### config.mk
export PLATFORM = sky130hd
export DESIGN_NAME = q15_divider
export DESIGN_NICKNAME = d
export VERILOG_FILES = /design/src/rtl/q15_pkg.sv /design/src/rtl/q15_decoder.sv /design/src/rtl/q15_div_core.sv /design/src/rtl/q15_divider.sv
export SDC_FILE = /design/constraint.sdc
export NUM_CORES = 1
export LEC_CHECK = 0
export ABC_AREA = 1
export CORE_MARGIN = 8
export CORE_UTILIZATION = 60
export DETAILED_ROUTE_END_ITERATION = 8
export GPL_ROUTABILITY_DRIVEN = 1
export PLACE_DENSITY = 0.91
export SYNTH_ARGS = -nofsm -noshare
export SYNTH_HDL_FRONTEND = slang
export SYNTH_SLANG_ARGS = --single-unit
export TNS_END_PERCENT = 30
### constraint.sdc
create_clock -name clk -period 4.6 [get_ports clk]
set_input_delay 0.69 -clock clk [delete_from_list [all_inputs] [get_ports clk]]
set_output_delay 0.69 -clock clk [all_outputs]
set_load 0.01 [all_outputs]
### src/rtl/q15_pkg.sv
// Shared Q15 fixed-point definitions.
// Operand/result width and fractional bits, the special encodings
// (NaN, +inf, -inf, one) and the divider FSM state type.
package q15_pkg;

    localparam int Q15_WIDTH = 64;
    localparam int Q15_FRAC  = 48;

    localparam logic [Q15_WIDTH-1:0] Q15_NAN     = 64'h8000_0000_0000_0000;
    localparam logic [Q15_WIDTH-1:0] Q15_POS_INF = 64'h7FFF_FFFF_FFFF_FFFF;
    localparam logic [Q15_WIDTH-1:0] Q15_NEG_INF = 64'h8000_0000_0000_0001;
    localparam logic [Q15_WIDTH-1:0] Q15_ONE     = 64'h0001_0000_0000_0000;

    typedef enum logic [1:0] {
        IDLE = 2'd0,
        DIV  = 2'd1,
        DONE = 2'd2
    } state_e;

endpackage

### src/rtl/q15_decoder.sv
// Q15 operand classifier.
// Ports:
//   x    in   WIDTH  operand
//   sign out  1      two's-complement sign bit
//   nan  out  1      x is the NaN encoding
//   zero out  1      x is zero
//   inf  out  1      x is +inf or -inf
module q15_decoder #(
    parameter int WIDTH = 64
) (
    input  logic [WIDTH-1:0] x,
    output logic             sign,
    output logic             nan,
    output logic             zero,
    output logic             inf
);

    localparam logic [WIDTH-1:0] NAN_V  = {1'b1, {(WIDTH-1){1'b0}}};
    localparam logic [WIDTH-1:0] PINF_V = {1'b0, {(WIDTH-1){1'b1}}};
    localparam logic [WIDTH-1:0] NINF_V = {1'b1, {(WIDTH-2){1'b0}}, 1'b1};

    assign sign = x[WIDTH-1];
    assign nan  = (x == NAN_V);
    assign zero = (x == '0);
    assign inf  = (x == PINF_V) || (x == NINF_V);

endmodule

### src/rtl/q15_div_core.sv
// Unsigned radix-2 restoring divider core, one quotient bit per cycle.
// Ports:
//   clk, reset  clock and synchronous active-high reset (control only)
//   start  in   1            load n/d and begin WIDTH+FRAC iterations
//   n      in   WIDTH+FRAC   dividend magnitude (already shifted by FRAC)
//   d      in   WIDTH        divisor magnitude
//   done   out  1            one-cycle pulse after the last iteration
//   q      out  WIDTH        low WIDTH bits of the quotient
//   ovf    out  1            a quotient bit at or above WIDTH-1 is set
module q15_div_core #(
    parameter int WIDTH = 64,
    parameter int FRAC  = 48
) (
    input  logic                  clk,
    input  logic                  reset,
    input  logic                  start,
    input  logic [WIDTH+FRAC-1:0] n,
    input  logic [WIDTH-1:0]      d,
    output logic                  done,
    output logic [WIDTH-1:0]      q,
    output logic                  ovf
);

    localparam int NW = WIDTH + FRAC;
    localparam int CW = $clog2(NW);

    logic          busy_q;
    logic          done_q;
    logic [CW-1:0] cnt_q;

    logic [NW-1:0]    n_q;
    logic [NW-1:0]    quo_q;
    logic [WIDTH-1:0] d_q;
    logic [WIDTH:0]   rem_q;
    logic [WIDTH:0]   rem_d;
    logic             qbit_d;
    logic [WIDTH+1:0] trial;

    // Shift the next dividend bit into the remainder and try to subtract.
    always_comb begin
        trial = {rem_q, n_q[NW-1]};
        if (trial >= {2'b00, d_q}) begin
            rem_d  = (WIDTH+1)'(trial - {2'b00, d_q});
            qbit_d = 1'b1;
        end else begin
            rem_d  = trial[WIDTH:0];
            qbit_d = 1'b0;
        end
    end

    always_ff @(posedge clk) begin
        if (reset) begin
            busy_q <= 1'b0;
            done_q <= 1'b0;
            cnt_q  <= '0;
        end else begin
            done_q <= 1'b0;
            if (start) begin
                busy_q <= 1'b1;
                cnt_q  <= '0;
            end else if (busy_q) begin
                cnt_q <= cnt_q + 1'b1;
                if (cnt_q == CW'(NW-1)) begin
                    busy_q <= 1'b0;
                    done_q <= 1'b1;
                end
            end
        end
    end

    always_ff @(posedge clk) begin
        if (start) begin
            n_q   <= n;
            d_q   <= d;
            rem_q <= '0;
            quo_q <= '0;
        end else if (busy_q) begin
            n_q   <= n_q << 1;
            rem_q <= rem_d;
            quo_q <= {quo_q[NW-2:0], qbit_d};
        end
    end

    assign done = done_q;
    assign q    = quo_q[WIDTH-1:0];
    // Any quotient bit from WIDTH-1 upward cannot be represented as a positive result.
    assign ovf  = |quo_q[NW-1:WIDTH-1];

endmodule

### src/rtl/q15_divider.sv
// Sequential signed Q15 divider: res = a / b with NaN/inf/zero handling.
// Ports:
//   clk, reset           clock, synchronous active-high reset
//   in_valid / in_ready  operand handshake (ready only in IDLE)
//   a, b                 signed dividend / divisor
//   out_valid/out_ready  result handshake, res held while out_ready=0
//   res                  signed quotient or special encoding
module q15_divider
    import q15_pkg::*;
#(
    parameter int WIDTH = Q15_WIDTH,
    parameter int FRAC  = Q15_FRAC
) (
    input  logic             clk,
    input  logic             reset,
    input  logic             in_valid,
    output logic             in_ready,
    input  logic [WIDTH-1:0] a,
    input  logic [WIDTH-1:0] b,
    output logic             out_valid,
    input  logic             out_ready,
    output logic [WIDTH-1:0] res
);

    state_e           state_q, state_d;
    logic [WIDTH-1:0] res_q, res_d;
    logic             sign_q;

    logic sa, sb, a_nan, b_nan, a_zero, b_zero, a_inf, b_inf;
    logic capture, sp_nan, sp_inf, sp_zero, special;
    logic [WIDTH-1:0] special_res;
    logic             core_start, core_done, core_ovf;
    logic [WIDTH-1:0] core_q;

    // 0x8000..0 is NaN and never reaches here, so negation cannot overflow.
    function automatic logic [WIDTH-1:0] mag(input logic [WIDTH-1:0] x);
        return x[WIDTH-1] ? -x : x;
    endfunction

    // Saturate to signed inf on overflow, otherwise apply the sign; zero stays +0.
    function automatic logic [WIDTH-1:0] saturate(input logic [WIDTH-1:0] q,
                                                  input logic ovf, input logic neg);
        if (ovf || q >= Q15_POS_INF) return neg ? Q15_NEG_INF : Q15_POS_INF;
        if (q == '0)                 return '0;
        return neg ? -q : q;
    endfunction

    q15_decoder #(.WIDTH(WIDTH)) u_dec_a (
        .x(a), .sign(sa), .nan(a_nan), .zero(a_zero), .inf(a_inf)
    );
    q15_decoder #(.WIDTH(WIDTH)) u_dec_b (
        .x(b), .sign(sb), .nan(b_nan), .zero(b_zero), .inf(b_inf)
    );

    assign capture = (state_q == IDLE) && in_valid;

    // Special cases in priority order; zero carries sign 0, so sa^sb covers b=0.
    always_comb begin
        sp_nan  = a_nan || b_nan || (a_inf && b_inf) || (a_zero && b_zero);
        sp_inf  = a_inf || (b_zero && !a_zero);
        sp_zero = a_zero || b_inf;
        special = sp_nan || sp_inf || sp_zero;
        if (sp_nan)      special_res = Q15_NAN;
        else if (sp_inf) special_res = (sa ^ sb) ? Q15_NEG_INF : Q15_POS_INF;
        else             special_res = '0;
    end

    assign core_start = capture && !special;

    q15_div_core #(.WIDTH(WIDTH), .FRAC(FRAC)) u_core (
        .clk   (clk),
        .reset (reset),
        .start (core_start),
        .n     ({mag(a), {FRAC{1'b0}}}),
        .d     (mag(b)),
        .done  (core_done),
        .q     (core_q),
        .ovf   (core_ovf)
    );

    always_ff @(posedge clk) begin
        if (reset) begin
            state_q <= IDLE;
            res_q   <= '0;
        end else begin
            state_q <= state_d;
            res_q   <= res_d;
        end
    end

    always_ff @(posedge clk) begin
        if (capture) sign_q <= sa ^ sb;
    end

    always_comb begin
        state_d = state_q;
        case (state_q)
            IDLE:    if (in_valid) state_d = special ? DONE : DIV;
            DIV:     if (core_done) state_d = DONE;
            DONE:    if (out_ready) state_d = IDLE;
            default: state_d = IDLE;
        endcase
    end

    always_comb begin
        res_d = res_q;
        if (capture && special)                  res_d = special_res;
        else if (state_q == DIV && core_done)    res_d = saturate(core_q, core_ovf, sign_q);
    end

    always_comb begin
        in_ready  = (state_q == IDLE);
        out_valid = (state_q == DONE);
    end

    assign res = res_q;

endmodule

## Word level (Yosys, flattened, before mapping)

Index checks and enable logic that the tools add are counted.

| storage, ports and cells | value |
|---|---|
| output and inout port bits | 66 |
| bits of input ports | 132 |
| logic and storage cells | 94 |
| flip-flop bits (word level) | 381 |

| operators by class | value |
|---|---|
| muxes and demuxes | 33 |
| bitwise gates (word level) | 2 |
| reduce and logical (&&, ||, !) cells | 29 |
| add/subtract/negate cells | 5 |
| magnitude comparators | 2 |
| equal/unequal tests | 12 |

Operators with widths:

| cell | count |
|---|---|
| 2-to-1 mux 64 bit | 12 |
| equality test 64 bit (second input constant) | 4 |
| 2-to-1 mux 112 bit | 2 |
| zero test 64 bit | 3 |
| negation 64 bit | 3 |
| equality test 64 x 63 -> 1 bit (second input constant) | 2 |
| >= comparator 66 x 64 -> 1 bit | 1 |
| 2-to-1 mux 65 bit | 1 |
| subtractor 65 x 64 -> 65 bit | 1 |
| >= comparator 64 x 63 -> 1 bit (second input constant) | 1 |
| 2-to-1 mux 63 bit | 1 |
| OR reduction 49 bit | 1 |
| 2-to-1 mux 1 bit | 12 |
| logical OR 1 bit | 10 |
| 2-to-1 mux 2 bit | 4 |
| adder 7 x 1 -> 7 bit (second input constant) | 1 |
| equality test 7 bit (second input constant) | 1 |
| logical AND 1 bit | 7 |
| one-hot mux 2 bit (3 select lines) | 1 |
| != test 2 x 1 -> 1 bit (second input constant) | 2 |
| nonzero test 2 bit | 2 |
| AND reduction 3 bit | 1 |
| OR reduction 3 bit | 1 |
| equality test 2 x 1 -> 1 bit (second input constant) | 1 |
| other kinds (7) | 8 |

## Longest topological paths before layout

Gate-level depths: netlist of the first run.

| depth | value |
|---|---|
| word-level depth | 16 |
| depth in mapped cells | 22 |
| gate-level depth less buffers | 20 |

## By module

Synthesis of the first run repeated with hierarchy kept, for this count alone.

| second synthesis, totals | value |
|---|---|
| cell total of the unflattened synthesis | 5,081 |
| area, all modules | 31,687.9 um^2 |

By module, submodules not included:

| module | area each (um^2) | cells each | instances |
|---|---|---|---|
| q15_div_core | 20,875.0 | 3,006 | 1 |
| q15_divider | 9,739.3 | 1,815 | 1 |
| q15_decoder | 536.8 | 130 | 2 |

## Worst setup path before layout of the first run

No wires, ideal clock.

| timing | value |
|---|---|
| kind | input to register |
| from | in a[0] |
| to | reg u_core.n_q[100] (enable) |
| arrival time | 3.613 ns |
| library setup time | 0.424 ns |
| slack | 0.563 ns |
| stages on the path | 14 |
| path buffers | 2 |
| cells stage by stage | inv_1 ha_1 nand2_1 nor2_4 nand2_2 nor2_8 nand3_4 nand3b_4 nand2_2 nor2_4 nand3_2 buf_4 buf_2 nand2_1 |

| on the way | value |
|---|---|
| cells in the longest elaborated chain, start to end | 10 |

Ends and longest elaborated chain:

| item | RTL line | RTL |
|---|---|---|
| start: declaration | q15_divider.sv:18 | `input logic [WIDTH-1:0] a,` |
| equality test 64 x 63 -> 1 bit / equality test 64 bit (equally long branches) | q15_decoder.sv:25 | `assign inf = (x == PINF_V) \|\| (x == NINF_V);` |
| logical OR 1 bit | q15_decoder.sv:25 |  |
| logical AND 1 bit | q15_divider.sv:59 | `sp_nan = a_nan \|\| b_nan \|\| (a_inf && b_inf) \|\| (a_zero && b_zero);` |
| logical OR 1 bit (2 in a row) | q15_divider.sv:59 |  |
| logical OR 1 bit | q15_divider.sv:62 | `special = sp_nan \|\| sp_inf \|\| sp_zero;` |
| logical OR 1 bit * | q15_divider.sv:62 |  |
| zero test 1 bit * | q15_divider.sv:68 | `assign core_start = capture && !special;` |
| logical AND 1 bit * | q15_divider.sv:68 |  |
| nonzero test 2 bit (no line) * | - |  |
| end signal: assignment | q15_div_core.sv:73 | `n_q <= n;` |
| end signal: assignment | q15_div_core.sv:78 | `n_q <= n_q << 1;` |
| end: declaration | q15_div_core.sv:31 | `logic [NW-1:0] n_q;` |

Mark *: on every way between the ends. The rest lies on a longest branch, timed or not.
A chain may end at the register's enable or synchronous reset.

## Final worst setup path of the first run

| timing | value |
|---|---|
| from | reg u_core.n_q[111] |
| to | reg u_core.rem_q[34] |

| on the way | value |
|---|---|
| cells in the longest elaborated chain, start to end | 2 |

Ends and longest elaborated chain:

| item | RTL line | RTL |
|---|---|---|
| subtractor 65 x 64 -> 65 bit / >= comparator 66 x 64 -> 1 bit (equally long branches) | q15_div_core.sv:43, q15_div_core.sv:42 |  |
| 2-to-1 mux 65 bit * | q15_div_core.sv:42 | `if (trial >= {2'b00, d_q}) begin` |
| end signal: assignment | q15_div_core.sv:79 | `rem_q <= rem_d;` |
| end: declaration | q15_div_core.sv:34 | `logic [WIDTH:0] rem_q;` |

Marks and branches as above.

==> results.yml, run 1 <==
setup_path:
  critical_path.startpoint_type: "flip-flop"
  r2r_cells: 21
  crit_path_cell_trace: "inv_1 -> ha_1 -> inv_1 -> fa_1 -> nand3_1 -> nand2_1 -> nand2_1 -> nand2_1 -> nand2_1 -> nand2_1 -> nand2_1 -> nand2_1 -> nand2_1 -> nand2_1 -> nand2_2 -> nand3_2 -> buf_4 -> nand2_1 -> nand2_1 -> nand3_1 -> nand2_1"
  cp_most_frequent_cell: "sky130_fd_sc_hd__nand2_1"
  critPathLaunch: "u_core.n_q[111]"
  critical-path-max-stage-delay_ps: 500
  crit_path_end: "u_core.rem_q[34]"
  r2r_slack_ps: 1040
  worst-setup-path-type: "reg -> reg"
  crit-reg2reg-launch: "u_core.n_q[111]"
  peak_fanout_along_the_critical_path: 41
  crit_path_capture_type: "flip-flop"
  critical_path_buf_inv_count: 3
  reg_to_reg_end: "u_core.rem_q[34]"
  critical_path_cell_count: 21
  critical_path.top_delay_family: "simple AND/OR/NAND/NOR gates"
  critical_path_required_ps: 5070
  worstPathArrival_ps: 4030
  cp_slowest_cell: "sky130_fd_sc_hd__nand2_2"
drt:
  dr.pass1.iters: 6
  drt-vias-per-instance: 5.62
  antenna_left: 0
  route.detailed.drc: 0
  wl_mm: 102
  initialDrtViolationCount: 3518
  dr_total_vias: 32000
  wl_per_cell_um: 17.9
placement:
  post_place_setup_slack_ps: 801
  port_buffers: 197
  dp_hpwl_mm: 77.3
  globalplace.congestion: 1.03
global_routing:
  grt_first_pass_wirelength_mm: 159
  globalRoute.totalOverflow: 0
  overall_routing_resource_usage_pct: 34.6
  via_count_of_the_first_global_routing_pass: 29500
  antenna_found_initial: 17
  pin_count_of_the_biggest_net_entering_global_routing: 110
clock_tree:
  cts_buffer_count: 44
  htree_num_levels: 2
  worst_skew_pair.late_latency_ps: 590
  tritoncts: "done"
  postCtsSetupRepairBufs: 0
  cts_repair_resize_count: 0
  cts.reportedPaths.clkPinSlew_ps: 60
  cts_hold_buffers: 0
  cts.sink_count: 381
  cts.path.max_buffers: 3
  clockRootBuffer: "sky130_fd_sc_hd__clkbuf_16"
synth:
  postSynthAreaPerCell_sq_um: 6.10
  post_synth_most_frequent_cells: "1580 x sky130_fd_sc_hd__nand2_1, 684 x sky130_fd_sc_hd__nor2_1, 623 x sky130_fd_sc_hd__inv_1"
  seq_area_frac_synth_pct: 30.0
  postSynth.asyncResetShare_pct: 0
  yosys.cell_count.top_type: "sky130_fd_sc_hd__nand2_1"
  synth_nets: 5083
  yosysTopAreaCellShare_pct: 19.9
  cell_type_with_the_largest_total_area_after_synthesis: "sky130_fd_sc_hd__nand2_1"
  synth_area_leaders: "sky130_fd_sc_hd__nand2_1 20%, sky130_fd_sc_hd__dfxtp_1 17%, sky130_fd_sc_hd__edfxtp_1 13%"
  yosys_warnings: 0
  synth_top_flop_cell: "sky130_fd_sc_hd__dfxtp_1"
  post_synth_num_cell_types: 44
  post_synthesis_cell_area_sq_um: 29700
  postSynthCellCount: 4877
  synth.ff_latch_count: 381
  synth-edff-count: 129
floorplan:
  start_util_pct: 60.7
  core_area_sq_um: 49000
  die_h_um: 239
  die_w_um: 239
  number_of_placement_rows: 81
  top_level_ports: 198
  fp.dieArea_sq_um: 56900
sta:
  worst-slew-pin-transition_ps: 1180
  min_period_ps: 3560
  setup-tns-final_ps: 0
  finalClockSkew_ps: 18.6
  max-slew-margin-rel_pct: 21.0
  period_share_pct: 77.4
  maxClockFrequency_mhz: 281
  maxSlewViolCount: 0
  setup_viol: 0
  timing_hold_violations_final: 0
  final.setup.worst_slack_ps: 1040
  unrepaired_setup_endpoints_after_global_routing: "no"
finish:
  drive_gt1_share_pct: 3.55
  final_net_count: 5179
  number_of_fill_cells: 4507
  flow.area_growth_from_synthesis_pct: 12.7
pwr:
  ir_worst_vdd_v: 0.000307
  power.leakage_nw: 16.8
  power_per_cell_area_nw_per_um2: 310
  total_power_mw: 10.4
job:
  cap_viol_max_count: 0
min_path:
  hp_class: "reg -> reg"
run_status:
  run_status: "complete, no violations"
-- worst min path at each step --
stage	slack [ps]	to	startpoint	cells past startpoint
5_1_grt	500	u_core.cnt_q[1]	u_core.cnt_q[1]	2
4_1_cts	490	u_core.cnt_q[1]	u_core.cnt_q[1]	2
6_report	480	u_core.cnt_q[1]	u_core.cnt_q[1]	2
3_3_place_gp	470	u_core.cnt_q[1]	u_core.cnt_q[1]	2
3_5_place_dp	480	u_core.cnt_q[1]	u_core.cnt_q[1]	2
2_1_floorplan	460	u_core.cnt_q[1]	u_core.cnt_q[1]	2
-- state kept, by name, summed over array words and instances, names as in the netlist --
register       count
u_core.cnt_q       7
u_core.busy_q      1
u_core.n_q        64
res               64
state_q            2
u_core.done        1
u_core.d_q        64
u_core.quo_q     112
sign_q             1
u_core.rem_q      65
-- cell usage in the layout (no fill, tap or decap), drive strengths merged --
master and count:
xor2 164, a31oi 7, nand3b 70, nand2 1591, o21bai 3, clkbuf 57
clkdlybuf4s50 197, bufinv 3, nor2 719, nand3 309, ha 73, nor3 47
inv 635, o31ai 7, a21o 1, xnor2 28, fa 1, nor4 15
a21oi 166, diode 11, a21boi 25, or2 6, dfxtp 252, buf 36
a41oi 1, nor3b 2, clkinvlp 2, o21ai 282, o211ai 3, nand4 138
and2 20, edfxtp 129, clkinv 20
-- report_power, final --
group / total (mW) / switching (mW) / internal (mW) / leakage (nW)
clock: 3.50 / 1.51 / 1.99 / 0.697
combinational: 2.98 / 2.05 / 0.928 / 12.8
sequential: 3.90 / 0.147 / 3.76 / 3.30
-- layer usage --
layer	wire (um)	GRT usage, %
met5	73	0
met4	4360	14.6
met3	9980	6.40
met2	44300	53.9
met1	42900	46.6
-- through the flow --
| stage | util [%] | instances | hold slack (ps) | area [sq um] |
|---|---|---|---|---|
| after floorplan | - | 4877 | 458 | 29700 |
| after global placement | 65.5 | 5591 | 473 | 32000 |
| after detailed placement | 65.5 | 5591 | 478 | 32000 |
| after CTS | 68.4 | 5673 | 486 | 33500 |
| after global routing | 68.4 | 5683 | 500 | 33500 |
| final | 68.4 | 5684 | 485 | 33500 |
-- cell families after synthesis --
family,Yosys count,share of synthesized area [%]
AOI/OAI and AO/OA,495,8.70
xor gates and xnor gates,192,5.66
adders and majority gates,74,3.14
buffers and inverters,818,11.0
DFF,381,30.0
and+or+nand+nor,2917,41.5
-- layout make-up --
type	count	area, sq um	share of cell area, %
multi-input combinational	3678	17600	52.4
sequential	381	8920	26.6
inverter	635	2380	7.12
timing repair buffer	233	2340	6.99
clock buffer	57	1170	3.49
tap	664	831	2.48
clock inverter	25	251	0.751
antenna	11	27.5	0.0822
-- worst min-delay path: cells and delay by family (launching register included) --
kind             cells  cell delay, ps
flip-flops           1             320
AO/OA/AOI/OAI        1              50
AND/OR/NAND/NOR      1              60
No activity file was read; power rests on OpenSTA's default activity.
==> inputs of run 2 (changes only) <==
--- a/config.mk
+++ b/config.mk
@@ -7,10 +7,10 @@
 export LEC_CHECK = 0
 export ABC_AREA = 1
 export CORE_MARGIN = 8
-export CORE_UTILIZATION = 60
+export CORE_UTILIZATION = 55
 export DETAILED_ROUTE_END_ITERATION = 8
 export GPL_ROUTABILITY_DRIVEN = 1
-export PLACE_DENSITY = 0.91
+export PLACE_DENSITY = 0.88
 export SYNTH_ARGS = -nofsm -noshare
 export SYNTH_HDL_FRONTEND = slang
 export SYNTH_SLANG_ARGS = --single-unit
==> constraint.sdc (replaced) <==
create_clock -name clk -period 3 [get_ports clk]
set_input_delay 0.45 -clock clk [delete_from_list [all_inputs] [get_ports clk]]
set_output_delay 0.45 -clock clk [all_outputs]
set_load 0.01 [all_outputs]
==> run 2 against run 1 <==
Net effect:
- utilization fell by 0.36 points
- combinational power rose by 73%
- non-clock buffer count increased by 353
- highest routed layer unchanged
==> results.yml, run 2 (synthesis results as in run 1) <==
run_status:
  run_status: "complete, no violations"
pwr:
  total_power_mw: 16.4
  sw_frac_of_total_pct: 35.1
  power_per_cell_area_nw_per_um2: 451
  ir_worst_vdd_v: 0.000432
  relative_contribution_of_sequential_cells_to_total_power_pct: 36.2
  combinationalPowerShare_pct: 31.4
  internal_power_mw: 10.7
  power.leakage_nw: 18.6
  net_switching_power_mw: 5.77
  power_frac_clock_pct: 32.4
sta:
  maxSlewViolCount: 0
  max-slew-margin-rel_pct: 45.1
  timing_hold_violations_final: 0
  finalClockSkew_ps: 15.4
  maxClockFrequency_mhz: 359
  fin_hold_ws_ps: 488
  worst-slew-pin-transition_ps: 824
  min_period_ps: 2780
  period_share_pct: 92.8
  setup_viol: 0
  final.setup.worst_slack_ps: 217
finish:
  layout.cells.most_common_list: "1574 x sky130_fd_sc_hd__nand2_1, 682 x sky130_fd_sc_hd__nor2_1, 621 x sky130_fd_sc_hd__inv_1"
  regs_by_ff_count: "u_core.quo_q x112, u_core.rem_q x65"
  layout.cells.non_filler: 6060
  final_net_count: 5531
  max_flop_register: "u_core.quo_q"
  flip_flop_count_of_the_largest_register_after_layout: 112
  drive_gt1_share_pct: 9.87
  layout.cells.most_common: "sky130_fd_sc_hd__nand2_1"
  flow.area_growth_from_synthesis_pct: 22.7
  final_core_util_pct: 68.1
global_routing:
  antenna_found_initial: 11
  globalRoute.totalOverflow: 0
  overall_routing_resource_usage_pct: 32.9
  grt_first_pass_wirelength_mm: 167
  pin_count_of_the_biggest_net_entering_global_routing: 210
  via_count_of_the_first_global_routing_pass: 31200
floorplan:
  die_h_um: 248
  core_area_sq_um: 53600
  die_w_um: 248
  start_util_pct: 55.5
  top_level_ports: 198
  number_of_placement_rows: 85
  fp.dieArea_sq_um: 61700
setup_path:
  worstPathArrival_ps: 3260
  crit_path_capture_type: "flip-flop"
  critical_path_required_ps: 3480
  crit_path_cell_trace: "inv_2 -> ha_1 -> inv_1 -> fa_2 -> nand3_1 -> nand2_2 -> nand2_1 -> nand2_2 -> nand2_1 -> nand2_1 -> nand2_1 -> nand2_1 -> nand2_2 -> nand2_2 -> nand2_4 -> nand3_4 -> clkbuf_16 -> nand2_1 -> nand2_1 -> nand3_1 -> nand2_1"
  critical_path.startpoint_type: "flip-flop"
  peak_fanout_along_the_critical_path: 16
  worst-setup-path-type: "reg -> reg"
  critical_path.top_delay_family: "simple AND/OR/NAND/NOR gates"
  cp_slowest_cell: "sky130_fd_sc_hd__edfxtp_1"
  critical-path-max-stage-delay_ps: 370
  critical_path_buf_inv_count: 3
  cp_most_frequent_cell: "sky130_fd_sc_hd__nand2_1"
placement:
  port_buffers: 197
  post_place_setup_slack_ps: -231
  globalplace.congestion: 1.04
  dp_hpwl_mm: 83.7
  dp.cells: 5973
clock_tree:
  htree_num_levels: 2
  tritoncts: "done"
  cts.sink_count: 381
  worst_skew_pair.late_latency_ps: 580
  cts_buffer_count: 43
  cts_hold_buffers: 0
  cts.path.max_buffers: 3
  cts.reportedPaths.clkPinSlew_ps: 60
  clockRootBuffer: "sky130_fd_sc_hd__clkbuf_16"
drt:
  drt-vias-per-instance: 5.44
  antenna_left: 0
  wl_mm: 106
  route.detailed.drc: 0
  dr.pass1.iters: 6
  initialDrtViolationCount: 3615
  dr_total_vias: 33000
  wl_per_cell_um: 17.5
min_path:
  hp_class: "reg -> reg"
job:
  cap_viol_max_count: 0
-- run 2: cell count changes in the layout (fill, tap and decap cells not counted), moves of 3 or more --
cell / change
sky130_fd_sc_hd__buf_4: +327
sky130_fd_sc_hd__clkinv_2: -6
sky130_fd_sc_hd__diode_2: -5
sky130_fd_sc_hd__nand2_1: -4
sky130_fd_sc_hd__buf_12: +19
sky130_fd_sc_hd__clkbuf_1: +4
sky130_fd_sc_hd__clkbuf_8: +4
sky130_fd_sc_hd__buf_6: +3
-- run 2: through the flow --
stage / setup TNS (ps) / instance area [sq um]
3_3_place_gp: -50900 / 35000
2_1_floorplan: 0 / 29700
4_1_cts: 0 / 36400
6_report: 0 / 36500
5_1_grt: -0.154 / 36500
3_5_place_dp: -58160 / 35000
-- run 2: path summary, 6_finish.rpt --
kind,startpoint,endpoint,slack (ps),depth (start not counted)
setup / recovery,u_core.n_q[111],u_core.rem_q[41],220,21
hold / removal,u_core.cnt_q[1],u_core.cnt_q[1],490,2
setup reg to reg,u_core.n_q[111],u_core.rem_q[41],220,21
hold reg to reg,u_core.cnt_q[1],u_core.cnt_q[1],490,2
-- run 2: final cells by class --
type                    instances  area, sq um
diodes                          6         15.0
multi-input cells            3678        17600
flip-flops and latches        381         8920
repair buffers                586         5300
inverters                     635         2380
fillers                      4834        17100
well taps                     696          871
clock inverters                14          179
clock buffers                  64         1210
-- run 2: routing by layer --
metal | share of wire [%] | wire length (um) | global-route usage [%] | vias to the layer above
li1 | - | - | - | 16300
met1 | 42 | 44900 | 43.3 | 15000
met5 | 0.064 | 68 | 0 | -
met4 | 4.0 | 4220 | 12.8 | 10
met2 | 44 | 47000 | 53.0 | 1426
met3 | 9.3 | 9900 | 6.37 | 246
-- run 2: worst reg2reg max path, stage by stage (launching register included) --
cell and delay, ps:
sky130_fd_sc_hd__edfxtp_1 370, sky130_fd_sc_hd__inv_2 100, sky130_fd_sc_hd__ha_1 150, sky130_fd_sc_hd__inv_1 60
sky130_fd_sc_hd__fa_2 350, sky130_fd_sc_hd__nand3_1 120, sky130_fd_sc_hd__nand2_2 90, sky130_fd_sc_hd__nand2_1 90
sky130_fd_sc_hd__nand2_2 70, sky130_fd_sc_hd__nand2_1 70, sky130_fd_sc_hd__nand2_1 60, sky130_fd_sc_hd__nand2_1 60
sky130_fd_sc_hd__nand2_1 80, sky130_fd_sc_hd__nand2_2 80, sky130_fd_sc_hd__nand2_2 100, sky130_fd_sc_hd__nand2_4 120
sky130_fd_sc_hd__nand3_4 190, sky130_fd_sc_hd__clkbuf_16 260, sky130_fd_sc_hd__nand2_1 80, sky130_fd_sc_hd__nand2_1 60
sky130_fd_sc_hd__nand3_1 70, sky130_fd_sc_hd__nand2_1 50
-- run 2: power groups by stage --
stage | Clock, mW | Sequential (mW) | Combinational [mW]
floorplan | 0 | 5.99 | 3.09
global placement | 0 | 6.05 | 4.78
detailed placement | 0 | 6.06 | 4.86
CTS | 5.39 | 5.95 | 4.89
global route | 5.57 | 5.99 | 5.66
finish | 5.33 | 5.96 | 5.16
-- run 2: what timing repair did --
action	4_1_cts	5_1_grt
resized for setup	0	15
setup buffers	0	0
endpoints found under the setup margin	0	66
